File: src/rtl/day_9_pkg.sv
// Shared types and helpers for the day_9 binary decoder: mode encoding,
// the index decode function and elaboration-time parameter legality check.
package day_9_pkg;

  typedef enum logic {
    MODE_ONEHOT = 1'b0,
    MODE_THERMO = 1'b1
  } dec_mode_e;

  // Widest vector the decode function can produce; callers slice [OUT_W-1:0].
  localparam int unsigned MAX_OUT_W = 256;
  localparam int unsigned MAX_BIN_W = 16;

  typedef struct packed {
    logic                 err;
    logic [MAX_OUT_W-1:0] vec;
  } dec_res_t;

  // Out-of-range indices decode to all zeros (one-hot) or all ones (thermometer).
  function automatic dec_res_t dec_f(input logic [31:0] bin, input dec_mode_e mode,
                                     input int unsigned out_w);
    dec_res_t res;
    res     = '0;
    res.err = (bin >= out_w);
    for (int unsigned j = 0; j < MAX_OUT_W; j++) begin
      if (j < out_w) begin
        if (mode == MODE_THERMO) res.vec[j] = res.err || (j <= bin);
        else                     res.vec[j] = !res.err && (j == bin);
      end
    end
    return res;
  endfunction

  function automatic bit params_ok(input int unsigned bin_w, input int unsigned out_w,
                                   input int unsigned cnt_w);
    return (bin_w >= 1) && (bin_w <= MAX_BIN_W) && (out_w >= 2) &&
           (out_w <= MAX_OUT_W) && (out_w <= (32'd1 << bin_w)) && (cnt_w >= 1);
  endfunction

endpackage

File: src/rtl/day_9_skid_buffer.sv
// Two-entry head/skid stream buffer with registered ready_o; full throughput
// when the consumer keeps ready_i high.
module day_9_skid_buffer
  import day_9_pkg::*;
#(
  parameter int unsigned DW = 17
) (
  input  logic          clk,
  input  logic          reset,
  input  logic          valid_i,
  output logic          ready_o,
  input  logic [DW-1:0] data_i,
  output logic          valid_o,
  input  logic          ready_i,
  output logic [DW-1:0] data_o
);

  logic [DW-1:0] head_q, head_d;
  logic [DW-1:0] skid_q, skid_d;
  logic          head_vld_q, head_vld_d;
  logic          skid_vld_q, skid_vld_d;
  logic          ready_q;
  logic          in_xfer, out_xfer;

  assign in_xfer  = valid_i & ready_q;
  assign out_xfer = head_vld_q & ready_i;

  always_comb begin
    head_d     = head_q;
    skid_d     = skid_q;
    head_vld_d = head_vld_q;
    skid_vld_d = skid_vld_q;
    if (out_xfer) begin
      if (skid_vld_q) begin
        head_d     = skid_q;
        skid_vld_d = 1'b0;
      end else begin
        head_vld_d = 1'b0;
      end
    end
    // ready_q implies the skid is empty, so an accepted beat never overwrites it.
    if (in_xfer) begin
      if (!head_vld_q || (out_xfer && !skid_vld_q)) begin
        head_d     = data_i;
        head_vld_d = 1'b1;
      end else begin
        skid_d     = data_i;
        skid_vld_d = 1'b1;
      end
    end
  end

  always_ff @(posedge clk) begin
    if (reset) begin
      head_q     <= '0;
      skid_q     <= '0;
      head_vld_q <= 1'b0;
      skid_vld_q <= 1'b0;
      ready_q    <= 1'b1;
    end else begin
      head_q     <= head_d;
      skid_q     <= skid_d;
      head_vld_q <= head_vld_d;
      skid_vld_q <= skid_vld_d;
      ready_q    <= !skid_vld_d;
    end
  end

  assign ready_o = ready_q;
  assign valid_o = head_vld_q;
  assign data_o  = head_q;

endmodule

File: src/rtl/day_9_binary_decoder_pipe.sv
// Registered binary-to-one-hot/thermometer decoder behind a skid buffer.
// Optional saturating error counter enabled by `define DAY9_DEC_ERR_CNT_EN.
module day_9_binary_decoder_pipe
  import day_9_pkg::*;
#(
  parameter int unsigned BIN_W = 4,
  parameter int unsigned OUT_W = 16,
  parameter int unsigned CNT_W = 8
) (
  input  logic             clk,
  input  logic             reset,
  input  logic             valid_i,
  output logic             ready_o,
  input  logic [BIN_W-1:0] bin_i,
  input  logic             mode_i,
  output logic             valid_o,
  input  logic             ready_i,
  output logic [OUT_W-1:0] vec_o,
`ifdef DAY9_DEC_ERR_CNT_EN
  output logic             err_o,
  output logic [CNT_W-1:0] err_cnt_o
`else
  output logic             err_o
`endif
);

  localparam bit PARAMS_OK = params_ok(BIN_W, OUT_W, CNT_W);

  if (!PARAMS_OK) begin : g_bad_params
    $error("day_9_binary_decoder_pipe: illegal BIN_W/OUT_W/CNT_W combination");
  end

  dec_res_t         dec_res;
  logic [OUT_W:0]   dec_word;
  logic [OUT_W:0]   out_word;
  logic             unused_dec_hi;

  assign dec_res       = dec_f(32'(bin_i), dec_mode_e'(mode_i), OUT_W);
  assign dec_word      = {dec_res.err, dec_res.vec[OUT_W-1:0]};
  assign unused_dec_hi = ^dec_res.vec;

  day_9_skid_buffer #(
    .DW (OUT_W + 1)
  ) u_skid (
    .clk     (clk),
    .reset   (reset),
    .valid_i (valid_i),
    .ready_o (ready_o),
    .data_i  (dec_word),
    .valid_o (valid_o),
    .ready_i (ready_i),
    .data_o  (out_word)
  );

  assign err_o = out_word[OUT_W];
  assign vec_o = out_word[OUT_W-1:0];

`ifdef DAY9_DEC_ERR_CNT_EN
  logic [CNT_W-1:0] err_cnt_q, err_cnt_d;

  // Counted on output transfer, so errored beats stalled in the buffer are not yet counted.
  always_comb begin
    err_cnt_d = err_cnt_q;
    if (valid_o && ready_i && err_o && (err_cnt_q != {CNT_W{1'b1}})) begin
      err_cnt_d = err_cnt_q + CNT_W'(1);
    end
  end

  always_ff @(posedge clk) begin
    if (reset) err_cnt_q <= '0;
    else       err_cnt_q <= err_cnt_d;
  end

  assign err_cnt_o = err_cnt_q;
`endif

endmodule

File: config.mk
export PLATFORM = sky130hd
export DESIGN_NAME = day_9_binary_decoder_pipe
export DESIGN_NICKNAME = d
export VERILOG_FILES = /design/src/rtl/day_9_pkg.sv /design/src/rtl/day_9_skid_buffer.sv /design/src/rtl/day_9_binary_decoder_pipe.sv
export SDC_FILE = /design/constraint.sdc
export NUM_CORES = 1
export LEC_CHECK = 0
export ABC_AREA = 1
export CAP_MARGIN = 20
export CORE_AREA = 4 4 90 92
export DETAILED_ROUTE_END_ITERATION = 10
export DIE_AREA = 0 0 94 96
export PLACE_DENSITY_LB_ADDON = 0.05
export SKIP_CTS_REPAIR_TIMING = 1
export SYNTH_ARGS = -nofsm -noshare
export SYNTH_HDL_FRONTEND = slang
export SYNTH_SLANG_ARGS = --single-unit
export TNS_END_PERCENT = 20
File: constraint.sdc
create_clock -name clk -period 2.7 [get_ports clk]
set_clock_uncertainty 0.2 [all_clocks]
set_input_delay 0.81 -clock clk [delete_from_list [all_inputs] [get_ports clk]]
set_output_delay 0.81 -clock clk [all_outputs]
set_load 0.005 [all_outputs]
# Word level (Yosys, flattened, before mapping)
# Cells that the tools add are included.
[word_totals]
register_bits = 36
inputBits = 9
output_inout_bits = 19
elab_cells = 72
[classes]
n_lt_le_gt_ge = 15
eq_ne = 15
mux = 27
bitwise = 3
reduce_logical = 7
[op_table]
columns = ["cell", "count"]
rows = [
  ["$mux W17", 4],
  ["$eq A4 B4 Y1 const A", 8],
  ["$le A4 B4 Y1 const A", 8],
  ["$mux W1", 23],
  ["$eq A3 B4 Y1 const A", 4],
  ["$le A3 B4 Y1 const A", 4],
  ["$eq A2 B4 Y1 const A", 2],
  ["$le A2 B4 Y1 const A", 2],
  ["$eq A1 B4 Y1 const A", 1],
  ["$le A1 B4 Y1 const A", 1],
  ["$logic_not A4 Y1", 1],
  ["$logic_not A1 Y1", 3],
  ["$and A1 B1 Y1", 2],
  ["$reduce_and A2 Y1", 1],
  ["$logic_and A1 B1 Y1", 1],
  ["$logic_or A1 B1 Y1", 1],
  ["$not A1 Y1", 1],
]

# Longest topological paths before layout
# Gate-level depths: netlist of the first run.
[logic_depth]
depth_word = 6
mapped_depth = 9
ltp_nobuf = 8

# Cells and area by module
# From an unflattened synthesis of the first run, not the netlist that was laid out.
[hier_totals]
cells_unflattened = 358
area_unflattened_um2 = 2264.7
[by_module_without_submodules]
columns = ["mod", "instances", "cells_each", "area_per_inst_um2", "seq_area_each_um2"]
rows = [
  ["day_9_skid_buffer", 1, 302, 2020.7, 740.7],
  ["day_9_binary_decoder_pipe", 1, 56, 244.0, 0.0],
]

# Worst setup path before layout of the first run
# Ideal clock, no wire load.
[synth_path]
kind = "input port to flip-flop"
from = "input valid_i"
to = "register u_skid.skid_q[9]"
setup_ns = 0.118
t_arrival_ns = 1.452
t_required_ns = 2.382
path_slack_ns = 0.930
stages = 6
n_path_buf = 1
cell_sequence = "nand2_1 > inv_2 > nand3_1 > buf_2 > nor3_1 > nor2_1"
[synth_via]
elab_chain_cells = 2
[synth_rtl]
columns = ["element", "line_no", "source"]
rows = [
  ["from (decl)", "day_9_binary_decoder_pipe.sv:12", "input logic valid_i,"],
  ["$and A1 B1 Y1", "day_9_skid_buffer.sv:25", "assign in_xfer = valid_i & ready_q;"],
  ["$reduce_and A2 Y1 (no line)", "n/a", ""],
  ["to (signal assigned)", "day_9_skid_buffer.sv:62", "skid_q <= skid_d;"],
  ["to (decl)", "day_9_skid_buffer.sv:19", "logic [DW-1:0] skid_q, skid_d;"],
]
# No other way between the ends.
# A chain may end at the register's enable or synchronous reset.

# Worst setup path after layout of the first run
[layout_path]
from = "register u_skid.head_vld_q, in the netlist u_skid.valid_o"
to = "output valid_o"
[layout_lines]
columns = ["element", "line_no", "source"]
rows = [
  ["from (decl)", "day_9_skid_buffer.sv:20", "logic head_vld_q, head_vld_d;"],
  ["from (signal assigned)", "day_9_skid_buffer.sv:63", "head_vld_q <= head_vld_d;"],
  ["to (decl)", "day_9_binary_decoder_pipe.sv:16", "output logic valid_o,"],
]
# No word-level cell between the ends.

==> results.txt, run 1 <==
First-pass GRT wire length -> 7.886 mm
Psw -> 0.3259 mW
Crit path cell chain -> clkdlybuf4s50_1
Worst R2R Path Depth -> 6
# diodes -> 0
Synthesis-to-finish area growth -> 26.50%
Hold EP -> u_skid.data_o[16]
DR vias/cell -> 4.059
DRT Pass-1 Iters -> 4
Vias -> 1652
P_int -> 0.9015 mW
Top cells by area, synth -> dfxtp_1, nand2_1, nor2_1
Largest net degree at the start of global routing -> 31
H-tree levels -> 2
Syn Nets -> 289
Die height -> 96 um
Min Tclk post-route -> 2.315 ns
Total track usage -> 0.1148
Seq/Total Area, Yosys -> 0.4017
Final nets -> 316
Flop pwr share -> 0.462
Switching Fraction -> 0.2655
Lkg Pwr -> 1.048 nW
Startpoint Class -> flip-flop
Die width -> 94 um
Worst Hold Depth -> 2
Fmax -> 432.0 MHz
Clock share of power -> 0.399
Post-route DRC -> 0
Initial Utilization -> 0.2487
Period utilization -> 0.8573
DR WL/cell -> 11.60 um
Clk buf depth -> 2
Top Metal Used -> met4
I/O pin total -> 28
Core Region -> 0.007214 sq mm
Root Buffer -> clkbuf_8
CP max-delay cell -> clkdlybuf4s50_1
Slowest cell delay on critical path -> 0.55 ns
CP arrival -> 1.30 ns
Max VDD drop -> 160.2 uV
Syn. warnings -> 0
Post-place setup slack -> 0.2459 ns
Cts bufs inserted -> 5
Fin cells -> 407
Initial antenna violation count -> 0
Worst-Skew Late Latency -> 0.29 ns
Status -> completed
Primary FF master, synth -> dfxtp_1
Most frequent cell after synthesis -> nand2_1
Site row count -> 31
Most instantiated cells after synthesis -> nand2_1, nor2_1, dfxtp_1
CTS tree -> done
RSZ-0062 raised after global routing -> false
CTS sink count -> 36
Post-Syn Instances -> 280
Total grt overflow -> 0
Final ANT Viol Nets -> 0
Reg area -> 720.7 sq um
Netlist cell types -> 22
Rel. slew slack -> 0.7461
Met3 WL -> 153 um
Fillers -> 838
WP depth -> 1
Hold Crit Class -> reg2reg
Hold Path Origin -> u_skid.data_o[16]
Multi-input gate area -> 869.6 sq um
Setup WS post-layout -> 0.3854 ns
Vias in the first global route -> 1611
Initial DRC count -> 61
Fin. Hold Viols -> 0
Clock-pin transition on the worst setup and hold timing paths -> 0.08 ns
Critical path type -> reg2out
Synthesis-stage register bit count -> 36
Routability congestion estimate -> 0.8386
Placed cell area -> 0.002158 sq mm
MaxCap Viol Count -> 0
Final setup violation count -> 0
Worst reg2reg endpoint -> u_skid.skid_q[9]
Dpl hpwl -> 3.379 mm
Critical path data required time -> 1.69 ns
Ys async rst share -> 0
Max-slew violation count -> 0
Reg-to-reg critical path startpoint -> u_skid.ready_o
Post-placement cell count -> 399
CP top delay family -> buffers and inverters
Setup TNS -> 0 ns
Post-synth EDFFs -> 0
Flop2flop setup slack -> 1.25 ns
Largest area contributor in the netlist -> dfxtp_1
Combinational share of power -> 0.139
Power Density -> 540.8 mW/mm^2
Met1 Routed Length -> 2.439 mm
Fraction of layout cells with a size suffix above 1 -> 0.08117
Post-Layout Inst Area -> 0.002270 sq mm
Total wire length -> 4.721 mm
Die area -> 0.009024 sq mm
PortBufs -> 27
CP Max Fanout -> 6
Crit. End Element -> output pin
Syn Std Cell Area -> 0.001794 sq mm
Post-Syn Area per Cell -> 6.408 sq um
Met2 wire len -> 2.058 mm
Worst Tran Pin Value -> 0.3799 ns
Post-synth top area share -> 0.4017
Crit path buffers/inverters -> 1
==> cells in the final DEF, fill, tap and decap left out <==
cell type and instances:
a21oi_1 22, a21oi_2 1, buf_12 1, buf_4 4, bufinv_16 1, clkbuf_8 5, clkdlybuf4s50_1 27, clkinv_2 1
clkinvlp_4 1, dfxtp_1 36, inv_1 29, inv_2 4, nand2_1 96, nand2_2 2, nand2_4 2, nand3_1 10
nand3b_1 1, nand4_1 1, nor2_1 46, nor2_2 1, nor2_4 2, nor3_1 1, o21ai_0 7, o21ai_1 1
o21bai_1 6
==> registers in the layout, summed over array words and instances, names as in the netlist <==
signal and flops:
u_skid.data_o 17, u_skid.ready_o 1, u_skid.skid_q 16, u_skid.skid_vld_q 1, u_skid.valid_o 1
==> metal layers <==
metal	up-vias	global-route usage
met3	5	0.02737
met1	717	0.1502
met5	-	0
met4	0	0.04332
met2	23	0.1833
li1	907	-
==> kinds of logic after synthesis <==
logic type / synth area share
AND/OR/NAND/NOR: 0.3710
buffers and inverters: 0.1137
AO/OA/AOI/OAI: 0.1137
flip-flops: 0.4017
==> worst max path at each step <==
stage,start,endpoint,slack (ns)
CTS,u_skid.valid_o,valid_o,0.35
global placement,bin_i[3],u_skid.data_o[10],0.22
global route,u_skid.valid_o,valid_o,0.32
floorplan,valid_i,u_skid.skid_q[9],0.93
detailed placement,bin_i[3],u_skid.data_o[10],0.25
finish,u_skid.valid_o,valid_o,0.39
==> stage by stage <==
| stage | hold slack, ns | power, mW | util |
|---|---|---|---|
| floorplan | 0.2399 | 0.6834 | - |
| global placement | 0.2339 | 0.7546 | 0.2992 |
| detailed placement | 0.2335 | 0.7531 | 0.2992 |
| CTS | 0.2468 | 1.254 | 0.3146 |
| global route | 0.2785 | 1.303 | 0.3146 |
| finish | 0.2453 | 1.227 | 0.3146 |
==> power groups by stage <==
stage / clock network, mW / registers, mW / logic, mW
detailed placement: 0 / 0.580 / 0.173
global route: 0.537 / 0.571 / 0.195
CTS: 0.513 / 0.568 / 0.174
floorplan: 0 / 0.580 / 0.103
finish: 0.489 / 0.567 / 0.171
global placement: 0 / 0.580 / 0.174
==> area by class of cell <==
type | instances | area share
tap | 99 | 0.05458
clock inverter | 3 | 0.01874
clock buffer | 5 | 0.03032
sequential | 36 | 0.3175
timing repair buffer | 32 | 0.1411
multi-input combinational | 199 | 0.3831
inverter | 33 | 0.05458
Note: power is estimated with default switching activity, not from simulation.
==> run 2: changes to the inputs <==
CORE_AREA = 4 4 63 65   (was 4 4 90 92)
DIE_AREA = 0 0 67 69   (was 0 0 94 96)
GPL_ROUTABILITY_DRIVEN = 0   (was unset)
==> run 2 against run 1 <==
Fmax fell by 2.8%. Power is 8.9% lower. Die area shrank 49%. Critical path depth stayed put. Combinational power shrank 3%. Global-route usage rose by 7.1 points. Worst setup slack worse by 0.067 ns. Non-clock buffer count unchanged. First-iteration DRC count is 26% higher. Critical endpoint unchanged. Largest power group unchanged. Highest routed layer unchanged.
==> results.txt, run 2 (same netlist as run 1, synthesis figures left out) <==
Rel. slew slack -> 0.7526 (+0.006543)
I/O pin total -> 28 (unchanged)
Fin. Hold Viols -> 0 (unchanged)
Post-Layout Inst Area -> 0.002160 sq mm (-4.9%)
RSZ-0062 raised after global routing -> false
Worst-Skew Late Latency -> 0.35 ns (+0.06 ns)
Hold slack final -> 0.2704 ns (+0.02511 ns)
Fmax -> 419.9 MHz (-2.8%)
Initial antenna violation count -> 0 (unchanged)
CP top delay family -> buffers and inverters
Hold Crit Class -> reg2reg
Largest net degree at the start of global routing -> 21 (-32%)
Flop2flop setup slack -> 1.28 ns (+0.03 ns)
Power Density -> 517.7 mW/mm^2 (-4.3%)
Vias in the first global route -> 1455 (-9.7%)
First-pass GRT wire length -> 6.699 mm (-15%)
Lkg Pwr -> 1.028 nW (-1.9%)
Die area -> 0.004623 sq mm (-49%)
MaxCap Viol Count -> 0 (unchanged)
Max-slew violation count -> 0 (unchanged)
Slowest cell delay on critical path -> 0.55 ns (about the same)
Total grt overflow -> 0 (unchanged)
Root Buffer -> clkbuf_4
Crit path buffers/inverters -> 1 (unchanged)
Vias -> 1678 (+1.6%)
CTS sink count -> 36 (unchanged)
Max VDD drop -> 321.5 uV (+100%)
CP Max Fanout -> 6 (unchanged)
CP max-delay cell -> clkdlybuf4s50_1
Dpl hpwl -> 2.757 mm (-18%)
# diodes -> 0 (unchanged)
PortBufs -> 27 (unchanged)
Final setup violation count -> 0 (unchanged)
Post-place setup slack -> 0.3214 ns (+0.07554 ns)
Most frequent cells in the layout -> nand2_1, nor2_1, dfxtp_1
DR WL/cell -> 10.94 um (-5.7%)
Site row count -> 21 (-32%)
Total wire length -> 3.874 mm (-18%)
CTS tree -> done
Fraction of layout cells with a size suffix above 1 -> 0.08117 (unchanged)
Worst Hold Depth -> 2 (unchanged)
Final ANT Viol Nets -> 0 (unchanged)
Crit path cell chain -> clkdlybuf4s50_1
Max reg flops -> 17 (unchanged)
Reg-to-reg critical path startpoint -> u_skid.ready_o
Placed cell area -> 0.002079 sq mm (-3.7%)
Startpoint Class -> flip-flop
Worst Tran Pin Value -> 0.3702 ns (-0.009792 ns)
Status -> completed
Synthesis-to-finish area growth -> 20.36%
Hold EP -> u_skid.skid_q[12]
Min Tclk post-route -> 2.382 ns (+0.06705 ns)
DRT Pass-1 Iters -> 4 (unchanged)
Cts bufs inserted -> 5 (unchanged)
Commonest non-fill, non-tap cell in the layout -> nand2_1
Period utilization -> 0.8821 (+0.02483)
Worst R2R Path Depth -> 6 (unchanged)
H-tree levels -> 2 (unchanged)
Initial DRC count -> 77 (+26%)
DR vias/cell -> 4.740 (+17%)
Die width -> 67 um (-29%)
Critical path data required time -> 1.69 ns (about the same)
Fillers -> 348 (-58%)
Total track usage -> 0.1857 (+0.07087)
Clk buf depth -> 2 (unchanged)
CP arrival -> 1.37 ns (+0.07 ns)
Hold Path Origin -> u_skid.skid_q[12]
Crit. End Element -> output pin
Initial Utilization -> 0.5377 (+0.2890)
Setup WS post-layout -> 0.3184 ns (-0.06705 ns)
Die height -> 69 um (-28%)
Worst reg2reg endpoint -> u_skid.data_o[13]
Setup TNS -> 0 ns (unchanged)
Critical path type -> reg2out
Final nets -> 316 (unchanged)
Core Region -> 0.003337 sq mm (-54%)
Clock-pin transition on the worst setup and hold timing paths -> 0.12 ns (+0.04 ns)
Post-route DRC -> 0 (unchanged)
-- run 2: cell counts in the layout (fill, tap and decap cells not counted) --
Identical to the previous run, type by type.
-- run 2: worst max-delay path by stage --
stage,depth (start not counted),endpoint,startpoint
floorplan,6,u_skid.skid_q[9],valid_i
global placement,7,u_skid.data_o[15],ready_i
detailed placement,7,u_skid.skid_q[10],bin_i[3]
CTS,1,valid_o,u_skid.valid_o
global route,1,valid_o,u_skid.valid_o
finish,1,valid_o,u_skid.valid_o
-- run 2: metrics by stage --
step / cells / total power, mW / utilization
after floorplan: 280 / 0.6834 / -
after global placement: 346 / 0.7444 / 0.6232
after detailed placement: 346 / 0.7462 / 0.6232
after CTS: 354 / 1.128 / 0.6472
after global routing: 354 / 1.177 / 0.6472
final: 354 / 1.118 / 0.6472
-- run 2: where the power goes --
part           leakage, nW  total, mW  internal [mW]  switching, mW
combinational        0.694      0.166         0.0727         0.0937
sequential           0.293      0.568          0.555         0.0127
clock               0.0412      0.384          0.193          0.191
-- run 2: cell type report --
cell class                      count  area, sq um  share of cell area
Multi-Input combinational cell    199        869.6              0.4027
Sequential cell                    36        720.7              0.3337
Timing Repair Buffer               32        307.8              0.1425
Inverter                           33        123.9             0.05736
Tap cell                           46        57.56             0.02665
Clock inverter                      3        42.54             0.01970
Clock buffer                        5        37.54             0.01738
-- run 2: layer usage --
layer	up-vias	routed length [um]	track usage
li1	909	-	-
met2	30	1647	0.2686
met5	-	0	0
met3	8	152	0.04058
met1	731	1994	0.2611
met4	0	79	0.08108
==> run 3: changes to the inputs <==
CELL_PAD_IN_SITES_DETAIL_PLACEMENT = 1   (was unset)
CELL_PAD_IN_SITES_GLOBAL_PLACEMENT = 2   (was unset)
CORE_AREA = 4 4 83 85   (was 4 4 63 65)
CTS_CLUSTER_SIZE = 12   (was unset)
DIE_AREA = 0 0 87 89   (was 0 0 67 69)
SLEW_MARGIN = 20   (was unset)
==> run 3 against run 2 <==
Fmax up 2.2%. Global-route usage down 4.5 points. First-iteration DRC count down 13%. Via count up 2.6%. Sequential share of layout area down 1.4 points. Worst hold slack worse by 0.018 ns. Sequential cell count unchanged. Final area up 4.3%.
==> results.txt, run 3 (same netlist as run 1, synthesis figures left out) <==
Status -> completed
Setup TNS -> 0 ns (unchanged)
Total wire length -> 5.015 mm (+29%)
Clock-pin transition on the worst setup and hold timing paths -> 0.07 ns (-0.05 ns)
Met1 Routed Length -> 2.514 mm (+26%)
Hold EP -> u_skid.data_o[16]
Largest net degree at the start of global routing -> 19 (-9.5%)
Core Region -> 0.006205 sq mm (+86%)
Max reg flops -> 17 (unchanged)
PortBufs -> 27 (unchanged)
RSZ-0062 raised after global routing -> false
Vias -> 1721 (+2.6%)
I/O pin total -> 28 (unchanged)
Met3 WL -> 157 um (+3.3%)
Fmax -> 429.2 MHz (+2.2%)
First-pass GRT wire length -> 8.404 mm (+25%)
Reg area -> 720.7 sq um (unchanged)
# diodes -> 0 (unchanged)
CP max-delay cell -> clkdlybuf4s50_1
Hold Crit Class -> reg2reg
Crit path buffers/inverters -> 1 (unchanged)
Fraction of layout cells with a size suffix above 1 -> 0.09295 (+0.01178)
Initial antenna violation count -> 0 (unchanged)
Flop pwr share -> 0.486 (-0.022)
Rel. slew slack -> 0.7420 (-0.01068)
Crit path cell chain -> clkdlybuf4s50_1
Clk buf depth -> 2 (unchanged)
Slowest cell delay on critical path -> 0.56 ns (about the same)
Vias in the first global route -> 1723 (+18%)
Post-route DRC -> 0 (unchanged)
Setup WS post-layout -> 0.3700 ns (+0.05166 ns)
Crit. End Element -> output pin
Startpoint Class -> flip-flop
Multi-input gate area -> 869.6 sq um (unchanged)
Critical path data required time -> 1.69 ns (about the same)
Final nets -> 321 (+1.6%)
Post-place setup slack -> 0.1867 ns (-0.1347 ns)
Hold slack final -> 0.2524 ns (-0.01797 ns)
Fin. Hold Viols -> 0 (unchanged)
Die width -> 87 um (+30%)
Post-placement cell count -> 382 (+10%)
Commonest non-fill, non-tap cell in the layout -> nand2_1
Worst Tran Pin Value -> 0.3861 ns (+0.01598 ns)
Max-slew violation count -> 0 (unchanged)
Total track usage -> 0.1408 (-0.04485)
Total grt overflow -> 0 (unchanged)
CP top delay family -> buffers and inverters
Pwr Total -> 1.167 mW (+4.4%)
Switching Fraction -> 0.2634 (-0.002606)
P_int -> 0.8597 mW (+4.8%)
Min Tclk post-route -> 2.330 ns (-0.05166 ns)
Root Buffer -> clkbuf_8
Initial Utilization -> 0.2892 (-0.2485)
Synthesis-to-finish area growth -> 25.52%
DR WL/cell -> 12.89 um (+18%)
Critical path type -> reg2out
Die area -> 0.007743 sq mm (+67%)
CP Max Fanout -> 6 (unchanged)
Worst R2R Path Depth -> 6 (unchanged)
Cts bufs inserted -> 5 (unchanged)
Worst reg2reg endpoint -> u_skid.data_o[7]
CTS sink count -> 36 (unchanged)
Site row count -> 29 (+38%)
Fin cells -> 389 (+9.9%)
Period utilization -> 0.8630 (-0.01913)
Combinational share of power -> 0.152 (+0.003)
Die height -> 89 um (+29%)
Top Metal Used -> met4
Power Density -> 518.3 mW/mm^2 (+0.11%)
CTS tree -> done
Final ANT Viol Nets -> 0 (unchanged)
Hold Path Origin -> u_skid.data_o[16]
Worst-Skew Late Latency -> 0.29 ns (-0.06 ns)
Most frequent cells in the layout -> nand2_1, nor2_1, dfxtp_1
Reg-to-reg critical path startpoint -> u_skid.valid_o
Final setup violation count -> 0 (unchanged)
Fillers -> 818 (+140%)
H-tree levels -> 2 (unchanged)
Clock share of power -> 0.362 (+0.019)
Met2 wire len -> 2.274 mm (+38%)
DR vias/cell -> 4.424 (-6.7%)
Psw -> 0.3075 mW (+3.4%)
Worst Hold Depth -> 2 (unchanged)
Initial DRC count -> 67 (-13%)
MaxCap Viol Count -> 0 (unchanged)
Max VDD drop -> 204.6 uV (-36%)
Flop2flop setup slack -> 1.21 ns (-0.07 ns)
DRT Pass-1 Iters -> 5 (+1)
CP arrival -> 1.32 ns (-0.05 ns)
Lkg Pwr -> 1.061 nW (+3.2%)
Dpl hpwl -> 3.829 mm (+39%)
run 3: cell types whose count changed in the layout (fill, tap and decap cells not counted), sizes merged:
| cell | before | now |
|---|---|---|
| buf | 5 | 10 |
| clkinvlp | 1 | 0 |
| bufinv | 1 | 0 |
| clkbuf | 5 | 7 |
| clkinv | 1 | 0 |
run 3: stage by stage:
stage                     area, sq um    util
after floorplan                  1794       -
after global placement           2156  0.3474
after detailed placement         2156  0.3474
after CTS                        2252  0.3630
after global routing             2252  0.3630
final                            2252  0.3630
run 3: how the worst max path moves through the flow:
stage                         startpoint           endpoint  depth (start not counted)
after global routing      u_skid.valid_o            valid_o                          1
final                     u_skid.valid_o            valid_o                          1
after global placement          bin_i[3]   u_skid.data_o[9]                          7
after CTS                 u_skid.valid_o            valid_o                          1
after detailed placement        bin_i[3]  u_skid.data_o[10]                          7
after floorplan                  valid_i   u_skid.skid_q[9]                          6
run 3: routing by layer:
metal / GRT usage / vias to the layer above
li1: - / 914
met1: 0.1856 / 778
met2: 0.2291 / 23
met3: 0.02488 / 6
met4: 0.05524 / 0
met5: 0 / -
run 3: cell type report:
class,count,area share
clock buffers,7,0.04278
inverters,33,0.05500
multi-input cells,199,0.3861
flip-flops and latches,36,0.3200
well taps,77,0.04278
repair buffers,37,0.1533
run 3: worst min-delay path, cell delays in order (launching register included):
cell and delay (ns):
dfxtp_1 0.32, nand2_1 0.06, nor2_1 0.04
run 3: power by group through the flow:
stage	clock (mW)	sequential, mW	combinational [mW]
3_3_place_gp	0	0.580	0.181
2_1_floorplan	0	0.580	0.103
6_report	0.422	0.568	0.177
3_5_place_dp	0	0.580	0.181
4_1_cts	0.444	0.568	0.182
5_1_grt	0.461	0.571	0.202
